`config.mk`:
```
export PLATFORM = sky130hd
export DESIGN_NAME = exec_regbank_pipe
export DESIGN_NICKNAME = d
export VERILOG_FILES = /design/src/rtl/exec_pkg.sv /design/src/rtl/exec_alu.sv /design/src/rtl/exec_regbank_pipe.sv
export SDC_FILE = /design/constraint.sdc
export NUM_CORES = 2
export LEC_CHECK = 0
export ABC_AREA = 1
export CELL_PAD_IN_SITES_DETAIL_PLACEMENT = 1
export CELL_PAD_IN_SITES_GLOBAL_PLACEMENT = 2
export CORE_UTILIZATION = 39
export DETAILED_ROUTE_END_ITERATION = 10
export PLACE_DENSITY = 0.87
export SETUP_SLACK_MARGIN = 0.05
export SLEW_MARGIN = 0
export SYNTH_ARGS = -nofsm -noshare
export SYNTH_HDL_FRONTEND = slang
export SYNTH_SLANG_ARGS = --single-unit
```
`constraint.sdc`:
```
create_clock -name clk -period 15.45 [get_ports clk]
set_input_delay 2.3175 -clock clk [delete_from_list [all_inputs] [get_ports clk]]
set_output_delay 2.3175 -clock clk [all_outputs]
set_load 0.005 [all_outputs]
```
`src/rtl/exec_pkg.sv`:
```
// Purpose : shared opcode/funct codes, FSM state type and flag bit positions
//           for the exec_regbank_pipe slice.
// Latency : n/a (declarations only).  Backpressure: n/a.
package exec_pkg;

  // Major opcodes; every R-type instruction uses OP_RTYPE and selects via funct.
  localparam logic [5:0] OP_RTYPE = 6'b000000;
  localparam logic [5:0] OP_ADDI  = 6'b001000;
  localparam logic [5:0] OP_SUBI  = 6'b001001;
  localparam logic [5:0] OP_ANDI  = 6'b010000;
  localparam logic [5:0] OP_ORI   = 6'b010001;
  localparam logic [5:0] OP_XORI  = 6'b010010;
  localparam logic [5:0] OP_SLAI  = 6'b011000;
  localparam logic [5:0] OP_SRLI  = 6'b011001;
  localparam logic [5:0] OP_SRAI  = 6'b011010;
  localparam logic [5:0] OP_LUI   = 6'b110000;

  // R-type funct codes.
  localparam logic [5:0] F_ADD  = 6'b001000;
  localparam logic [5:0] F_SUB  = 6'b001001;
  localparam logic [5:0] F_INC  = 6'b001010;
  localparam logic [5:0] F_DEC  = 6'b001011;
  localparam logic [5:0] F_SLT  = 6'b001100;
  localparam logic [5:0] F_SGT  = 6'b001101;
  localparam logic [5:0] F_AND  = 6'b010000;
  localparam logic [5:0] F_OR   = 6'b010001;
  localparam logic [5:0] F_XOR  = 6'b010010;
  localparam logic [5:0] F_NOR  = 6'b010011;
  localparam logic [5:0] F_NOT  = 6'b010100;
  localparam logic [5:0] F_SRL  = 6'b011001;
  localparam logic [5:0] F_SRA  = 6'b011010;
  localparam logic [5:0] F_SLA  = 6'b011011;
  localparam logic [5:0] F_HAM  = 6'b101000;
  localparam logic [5:0] F_MUL  = 6'b100000;
  localparam logic [5:0] F_MOV  = 6'b110000;
  localparam logic [5:0] F_CMOV = 6'b110001;

  typedef enum logic {
    IDLE     = 1'b0,
    MUL_BUSY = 1'b1
  } state_t;

  // Bit positions inside the 3-bit flags output {zero, carry, overflow}.
  localparam int FLAG_Z = 2;
  localparam int FLAG_C = 1;
  localparam int FLAG_V = 0;

endpackage

```
`src/rtl/exec_alu.sv`:
```
// Purpose : combinational ALU for every single-cycle op plus decode legality.
// Latency : 0 cycles (pure combinational).  Backpressure: none, no state.
// Ports   : op_i/funct_i/imm_i decoded fields, a_i=regs[rs], b_i=regs[rt];
//           res_o result, carry_o/ovf_o arithmetic flags, legal_o decode ok,
//           is_mul_o MUL request, to_rs_o dest is rs (MOV/CMOV), is_cmov_o.
module exec_alu
  import exec_pkg::*;
#(
  parameter int XLEN = 32
) (
  input  logic [5:0]      op_i,
  input  logic [5:0]      funct_i,
  input  logic [XLEN-1:0] a_i,
  input  logic [XLEN-1:0] b_i,
  input  logic [15:0]     imm_i,
  output logic [XLEN-1:0] res_o,
  output logic            carry_o,
  output logic            ovf_o,
  output logic            legal_o,
  output logic            is_mul_o,
  output logic            to_rs_o,
  output logic            is_cmov_o
);
  localparam int SHW = $clog2(XLEN);

  logic [XLEN-1:0] simm, zimm, opb, ham;
  logic [XLEN:0]   sum;
  logic            sub, arith;
  logic [SHW-1:0]  sh_r, sh_i;

  assign simm = XLEN'($signed(imm_i));
  assign zimm = XLEN'(imm_i);
  assign sh_r = b_i[SHW-1:0];
  assign sh_i = imm_i[SHW-1:0];

  always_comb begin
    ham = '0;
    for (int i = 0; i < XLEN; i++) ham = ham + XLEN'(a_i[i]);
  end

  always_comb begin
    // One shared adder serves ADD/SUB/INC/DEC/ADDI/SUBI; the extra top bit
    // is carry-out on add and borrow on subtract.
    opb   = b_i;
    sub   = 1'b0;
    arith = 1'b0;
    if (op_i == OP_RTYPE) begin
      case (funct_i)
        F_ADD: arith = 1'b1;
        F_SUB: begin arith = 1'b1; sub = 1'b1; end
        F_INC: begin arith = 1'b1; opb = XLEN'(1); end
        F_DEC: begin arith = 1'b1; sub = 1'b1; opb = XLEN'(1); end
        default: ;
      endcase
    end else if (op_i == OP_ADDI) begin
      arith = 1'b1; opb = simm;
    end else if (op_i == OP_SUBI) begin
      arith = 1'b1; sub = 1'b1; opb = simm;
    end
    sum = sub ? ({1'b0, a_i} - {1'b0, opb}) : ({1'b0, a_i} + {1'b0, opb});

    res_o     = '0;
    legal_o   = 1'b1;
    is_mul_o  = 1'b0;
    to_rs_o   = 1'b0;
    is_cmov_o = 1'b0;
    if (op_i == OP_RTYPE) begin
      case (funct_i)
        F_ADD, F_SUB, F_INC, F_DEC: res_o = sum[XLEN-1:0];
        F_SLT:  res_o = XLEN'($signed(a_i) < $signed(b_i));
        F_SGT:  res_o = XLEN'($signed(a_i) > $signed(b_i));
        F_AND:  res_o = a_i & b_i;
        F_OR:   res_o = a_i | b_i;
        F_XOR:  res_o = a_i ^ b_i;
        F_NOR:  res_o = ~(a_i | b_i);
        F_NOT:  res_o = ~a_i;
        F_SRL:  res_o = a_i >> sh_r;
        F_SRA:  res_o = $unsigned($signed(a_i) >>> sh_r);
        F_SLA:  res_o = a_i << sh_r;
        F_HAM:  res_o = ham;
        F_MUL:  is_mul_o = 1'b1;
        F_MOV:  begin res_o = b_i; to_rs_o = 1'b1; end
        F_CMOV: begin res_o = b_i; to_rs_o = 1'b1; is_cmov_o = 1'b1; end
        default: legal_o = 1'b0;
      endcase
    end else begin
      case (op_i)
        OP_ADDI, OP_SUBI: res_o = sum[XLEN-1:0];
        OP_ANDI: res_o = a_i & zimm;
        OP_ORI:  res_o = a_i | zimm;
        OP_XORI: res_o = a_i ^ zimm;
        OP_SLAI: res_o = a_i << sh_i;
        OP_SRLI: res_o = a_i >> sh_i;
        OP_SRAI: res_o = $unsigned($signed(a_i) >>> sh_i);
        OP_LUI:  res_o = XLEN'({imm_i, 16'h0000});
        default: legal_o = 1'b0;
      endcase
    end

    carry_o = arith & sum[XLEN];
    ovf_o   = arith & (sub ? ((a_i[XLEN-1] != opb[XLEN-1]) && (sum[XLEN-1] != a_i[XLEN-1]))
                           : ((a_i[XLEN-1] == opb[XLEN-1]) && (sum[XLEN-1] != a_i[XLEN-1])));
  end

endmodule

```
`src/rtl/exec_regbank_pipe.sv`:
```
// Purpose : NREG x XLEN register bank + ALU + iterative MUL with debug port.
// Latency : single-cycle ops commit at the accept edge (outputs next cycle);
//           MUL commits XLEN/MUL_BITS edges after accept.
// Backpressure: in_ready drops for the whole MUL iteration, else always 1.
// Ports   : clk, rst (async active-low); in_valid/in_ready/instruction;
//           out_valid/out_rd/alu_result/flags/illegal; dbg_addr/dbg_rdata/
//           dbg_we/dbg_wdata.
module exec_regbank_pipe
  import exec_pkg::*;
#(
  parameter int XLEN     = 32,
  parameter int NREG     = 16,
  parameter int MUL_BITS = 1,
  parameter int R0_ZERO  = 1
) (
  input  logic            clk,
  input  logic            rst,
  input  logic            in_valid,
  output logic            in_ready,
  input  logic [31:0]     instruction,
  output logic            out_valid,
  output logic [3:0]      out_rd,
  output logic [XLEN-1:0] alu_result,
  output logic [2:0]      flags,
  output logic            illegal,
  input  logic [3:0]      dbg_addr,
  output logic [XLEN-1:0] dbg_rdata,
  input  logic            dbg_we,
  input  logic [XLEN-1:0] dbg_wdata
);
  localparam int MUL_CYCLES = XLEN / MUL_BITS;
  localparam int CW = (MUL_CYCLES > 1) ? $clog2(MUL_CYCLES) : 1;
  localparam int AW = $clog2(NREG);

  state_t          state_q, state_d;
  logic [XLEN-1:0] regs_q [NREG];
  logic [XLEN-1:0] mul_a_q, mul_b_q, mul_acc_q, acc_d;
  logic [CW-1:0]   cnt_q;
  logic [3:0]      mul_rd_q, out_rd_q;
  logic [XLEN-1:0] alu_result_q;
  logic [2:0]      flags_q;
  logic            out_valid_q, illegal_q;

  logic [5:0]      op, funct;
  logic [3:0]      rs_a, rt_a, rd_a, dest;
  logic [15:0]     imm;
  logic [XLEN-1:0] rs_val, rt_val, alu_res, wr_data;
  logic            alu_c, alu_v, alu_legal, alu_mul, alu_to_rs, alu_cmov;
  logic            is_rtype, legal, accept, issue_single, issue_mul, mul_done;
  logic            wr_en, commit, reg_we, dbg_we_eff;
  logic [3:0]      wr_addr;
  logic            unused_bits;

  function automatic logic fld_ok(input logic [3:0] a);
    return 32'(a) < NREG;
  endfunction

  assign op    = instruction[31:26];
  assign rs_a  = instruction[25:22];
  assign rt_a  = instruction[21:18];
  assign rd_a  = instruction[17:14];
  assign funct = instruction[8:3];
  assign imm   = instruction[17:2];
  assign unused_bits = ^{instruction[13:9], instruction[2:0]};

  assign rs_val    = fld_ok(rs_a) ? regs_q[rs_a[AW-1:0]] : '0;
  assign rt_val    = fld_ok(rt_a) ? regs_q[rt_a[AW-1:0]] : '0;
  assign dbg_rdata = fld_ok(dbg_addr) ? regs_q[dbg_addr[AW-1:0]] : '0;

  exec_alu #(.XLEN(XLEN)) u_alu (
    .op_i      (op),
    .funct_i   (funct),
    .a_i       (rs_val),
    .b_i       (rt_val),
    .imm_i     (imm),
    .res_o     (alu_res),
    .carry_o   (alu_c),
    .ovf_o     (alu_v),
    .legal_o   (alu_legal),
    .is_mul_o  (alu_mul),
    .to_rs_o   (alu_to_rs),
    .is_cmov_o (alu_cmov)
  );

  assign is_rtype     = (op == OP_RTYPE);
  // Out-of-range register fields make the instruction illegal.
  assign legal        = alu_legal && fld_ok(rs_a) && fld_ok(rt_a) && (!is_rtype || fld_ok(rd_a));
  assign in_ready     = (state_q == IDLE);
  assign accept       = in_valid && in_ready;
  assign issue_single = accept && legal && !alu_mul;
  assign issue_mul    = accept && legal && alu_mul;
  assign mul_done     = (state_q == MUL_BUSY) && (cnt_q == CW'(MUL_CYCLES - 1));
  assign dest         = !is_rtype ? rt_a : (alu_to_rs ? rs_a : rd_a);

  // Shift-add step: retire MUL_BITS multiplier bits per cycle.
  always_comb begin
    acc_d = mul_acc_q;
    for (int j = 0; j < MUL_BITS; j++)
      if (mul_b_q[j]) acc_d = acc_d + (mul_a_q << j);
  end

  always_comb begin
    wr_en   = 1'b0;
    commit  = 1'b0;
    wr_addr = dest;
    wr_data = alu_res;
    if (mul_done) begin
      commit = 1'b1; wr_en = 1'b1; wr_addr = mul_rd_q; wr_data = acc_d;
    end else if (issue_single) begin
      // A CMOV whose condition fails still commits, it just writes nothing.
      commit = 1'b1;
      wr_en  = !alu_cmov || (rs_val != '0);
    end
  end

  assign reg_we     = wr_en && !((R0_ZERO != 0) && (wr_addr == 4'd0));
  // Instruction writeback has priority; a colliding debug write is lost.
  assign dbg_we_eff = dbg_we && !wr_en && fld_ok(dbg_addr) &&
                      !((R0_ZERO != 0) && (dbg_addr == 4'd0));

  always_comb begin
    state_d = state_q;
    case (state_q)
      IDLE:     if (issue_mul) state_d = MUL_BUSY;
      MUL_BUSY: if (mul_done)  state_d = IDLE;
      default:  state_d = IDLE;
    endcase
  end

  always_ff @(posedge clk or negedge rst) begin
    if (!rst) state_q <= IDLE;
    else      state_q <= state_d;
  end

  always_ff @(posedge clk or negedge rst) begin
    if (!rst) begin
      for (int i = 0; i < NREG; i++) regs_q[i] <= '0;
      mul_a_q      <= '0;
      mul_b_q      <= '0;
      mul_acc_q    <= '0;
      cnt_q        <= '0;
      mul_rd_q     <= '0;
      out_rd_q     <= '0;
      alu_result_q <= '0;
      flags_q      <= '0;
      out_valid_q  <= 1'b0;
      illegal_q    <= 1'b0;
    end else begin
      out_valid_q <= 1'b0;
      illegal_q   <= accept && !legal;
      if (commit) begin
        out_valid_q  <= 1'b1;
        alu_result_q <= wr_data;
        out_rd_q     <= wr_addr;
        flags_q      <= {wr_data == '0, issue_single & alu_c, issue_single & alu_v};
      end
      if (reg_we)     regs_q[wr_addr[AW-1:0]]  <= wr_data;
      if (dbg_we_eff) regs_q[dbg_addr[AW-1:0]] <= dbg_wdata;
      if (issue_mul) begin
        mul_a_q   <= rs_val;
        mul_b_q   <= rt_val;
        mul_acc_q <= '0;
        cnt_q     <= '0;
        mul_rd_q  <= rd_a;
      end else if (state_q == MUL_BUSY) begin
        mul_a_q   <= mul_a_q << MUL_BITS;
        mul_b_q   <= mul_b_q >> MUL_BITS;
        mul_acc_q <= acc_d;
        cnt_q     <= cnt_q + CW'(1);
      end
    end
  end

  assign out_valid  = out_valid_q;
  assign out_rd     = out_rd_q;
  assign alu_result = alu_result_q;
  assign flags      = flags_q;
  assign illegal    = illegal_q;

endmodule
```
==> flow_summary.yaml <==
yosys:
  synth_ff_type: "dfrtp_1"
  syn_nets: 9516
  ys_warn_count: 0
  syn_area_um2: 59500
  ys_seq_area_share_pct: 27.7
  ys_async_sr_fraction_pct: 100
  synth_cell_type_count: 60
  syn_avg_cell_area_um2: 6.46
  ys_seq_elements: 659
  netlist_instances: 9213
  synth_edf_count: 0
power:
  peakVddDrop_mv: 0.149
  clkPwrFrac_pct: 25.2
  power_switching_mw: 3.87
  seqPwrFrac_pct: 29.1
  pwr_density_cell_nw_per_um2: 130
  p_sw_share_pct: 46.4
  power_leakage_nw: 29.7
  p_int_mw: 4.47
  combPwrFrac_pct: 45.8
setup_path:
  r2r_slack_ns: 5.80
  setup.worst_path.start: "instruction[22]"
  slowest_delay_ns: 1.04
  r2r_end: "flags[2]"
  worstSetupPathType: "in2reg"
  cp_data_arrival_time_ns: 12.98
  cp-end-kind: "flop"
  cpMaxStageDelayCell: "nor4_1"
  crit_path_max_fanout: 119
  start_kind: "input pin"
  critical_path_required_ns: 16.10
  reg2reg_from: "regs_q[192]"
  worstRegToRegCells: 39
  path_common_cell: "nand2_1"
grt:
  grt_overflow: 0
  grt_max_degree: 141
  antenna_found_initial: 38
  grt_pass1_vias: 71500
  groute.usage.overall_pct: 46.3
  grt_pass1_wl_um: 517000
floorplan:
  fp.dieArea_um2: 154000
  die_w_um: 393
  rows: 142
  pin_count: 146
  start_util_pct: 39.5
  core-area_um2: 151000
  die_y_um: 393
timing:
  skew_ns: 0.0887
  tightest_slew_ns: 1.53
  min_period_over_period_pct: 79.8
  final_critical_path_setup_slack_ns: 3.12
  fin_tns_setup_ns: 0
  rsz0062_at_grt: "false"
  fin_crit_ns: 12.33
  relSlewSlack_pct: -2.70
  finalHoldViolations: 0
  setup_viol: 0
  holdWs_ns: 0.415
  fmax_ghz: 0.0811
  drv_slew: 3
clock_network:
  insertion_delay_ns: 0.76
  cts_root_buf: "clkbuf_16"
  clock_tree.buffer_depth: 3
  clk_pin_slew_ns: 0.06
  cts_tree: "done"
  cts_buffers: 86
  ctsHoldBuffers: 0
  postCtsSetupRepairBufs: 0
  ctsResizeCount: 0
  htreeDepth: 3
  cts.sinks: 659
worst_hold_path:
  hold_depth: 0
  hold_end: "regs_q[511]"
  min_from: "regs_q[511]"
  hold_class: "reg2reg"
placed_design:
  hpwl_um: 242000
  pre_cts_slack_ns: 3.15
  globalplace.congestion: 1.05
  place_inst: 10800
  io_buffer_count: 143
detailed_routing:
  antenna_left: 0
  drc: 0
  viasPerCell: 6.76
  num_vias: 74400
  drt-total-wl_um: 366000
  drtIter0Drc: 10100
  drtPass1Iterations: 6
  wl_per_cell_um: 33.3
cells_and_area:
  finalNetCount: 9200
  multiInputGateArea_um2: 36800
  register_area_um2: 16500
  syn_to_final_growth_pct: 8.31
  fin_cells: 11000
  fillers: 19700
  drive_gt1_share_pct: 5.96
run_status:
  status: "finished, violations left"
  violations: "max-capacitance violations, max-slew violations"
run:
  cap_violations: 1
## cells in the final DEF, fill, tap and decap left out, types with 28 or more instances in the layout
cell type        instances
nand2_1               1934
nand3_1               1192
a21oi_1               1073
o21ai_0               1013
inv_1                  664
dfrtp_1                658
nor2_1                 496
ha_1                   205
buf_4                  197
o22ai_1                189
o211ai_1               181
clkdlybuf4s50_1        132
a22oi_1                 98
clkbuf_16               87
nand4_1                 78
a31oi_1                 74
o21ai_1                 72
o221ai_1                63
inv_2                   62
xor2_1                  58
a221oi_1                31
nand2_2                 29
or2_2                   28
## stage by stage
stage,power [mW],cell area [um^2],utilization (%)
2_1_floorplan,4.66,59500,-
3_3_place_gp,5.95,61500,40.8
3_5_place_dp,6.05,61500,40.8
4_1_cts,8.17,64400,42.7
5_1_grt,8.73,64400,42.7
6_report,8.35,64400,42.8
## synth_stat cells, drive strengths merged, types with 30 or more instances
library cell | count | area share, %
nand2 | 1965 | 13
nand3 | 1198 | 10
o21ai | 1089 | 9.2
a21oi | 1075 | 9.1
inv | 733 | 4.6
dfrtp | 659 | 28
nor2 | 536 | 3.5
buf | 380 | 3.7
clkbuf | 366 | 2.3
ha | 205 | 4.3
o22ai | 189 | 2.0
o211ai | 181 | 2.3
a22oi | 103 | 1.4
nand4 | 78 | 0.82
a31oi | 74 | 0.78
o221ai | 63 | 0.93
xor2 | 58 | 0.85
a221oi | 31 | 0.46
nor3 | 30 | 0.29
## worst max-delay path, delay by kind of cell
family | cells | cell delay [ns]
adders and majority gates | 8 | 3.93
and+or+nand+nor | 20 | 3.70
buffers and inverters | 9 | 2.35
AOI/OAI and AO/OA | 3 | 0.56
## layer usage
layer  up-vias  global-route usage (%)  share of wire (%)
li1      31100                       -                  -
met1     36600                    60.2                 39
met2      5367                    62.9                 39
met3      1291                    17.2                 14
met4        26                    31.6                7.7
met5         -                       0              0.050
## worst max-delay path by stage
stage                   to  slack (ns)  depth (start not counted)
3_5_place_dp      flags[2]        3.15                         40
4_1_cts           flags[2]        3.87                         40
3_3_place_gp      flags[2]        3.28                         40
5_1_grt           flags[2]        3.00                         40
2_1_floorplan  regs_q[164]        6.10                         39
6_report          flags[2]        3.12                         40
## power by group through the flow
stage	clock [mW]	sequential (mW)	combinational [mW]
after floorplan	0	2.33	2.33
after global placement	0	2.41	3.54
after detailed placement	0	2.43	3.63
after CTS	2.10	2.40	3.66
after global routing	2.16	2.46	4.10
final	2.10	2.43	3.82
## cell type report
| class | instances | share of cell area (%) |
|---|---|---|
| multi-input cells | 7071 | 57.0 |
| repair buffers | 342 | 4.62 |
| clock buffers | 126 | 3.87 |
| diodes | 19 | 0.0738 |
| well taps | 2016 | 3.92 |
| inverters | 737 | 4.33 |
| flip-flops and latches | 659 | 25.6 |
| clock inverters | 28 | 0.544 |
## state kept, by name, summed over array words and instances (netlist names)
| name | count |
|---|---|
| illegal | 1 |
| state_q | 1 |
| mul_acc_q | 32 |
| alu_result | 32 |
| mul_rd_q | 4 |
| regs_q | 512 |
| flags | 3 |
| out_valid | 1 |
| mul_a_q | 32 |
| mul_b_q | 32 |
| out_rd | 4 |
| cnt_q | 5 |
## cell families after synthesis
family,Yosys count,share of synthesized area (%)
muxes,2,0.0337
DFF,659,27.7
AOI/OAI and AO/OA,2895,27.3
adders and majority gates,231,5.19
xor gates and xnor gates,80,1.18
and+or+nand+nor,3863,27.9
buffers and inverters,1483,10.7
Note: power is estimated with default switching activity, not from simulation.
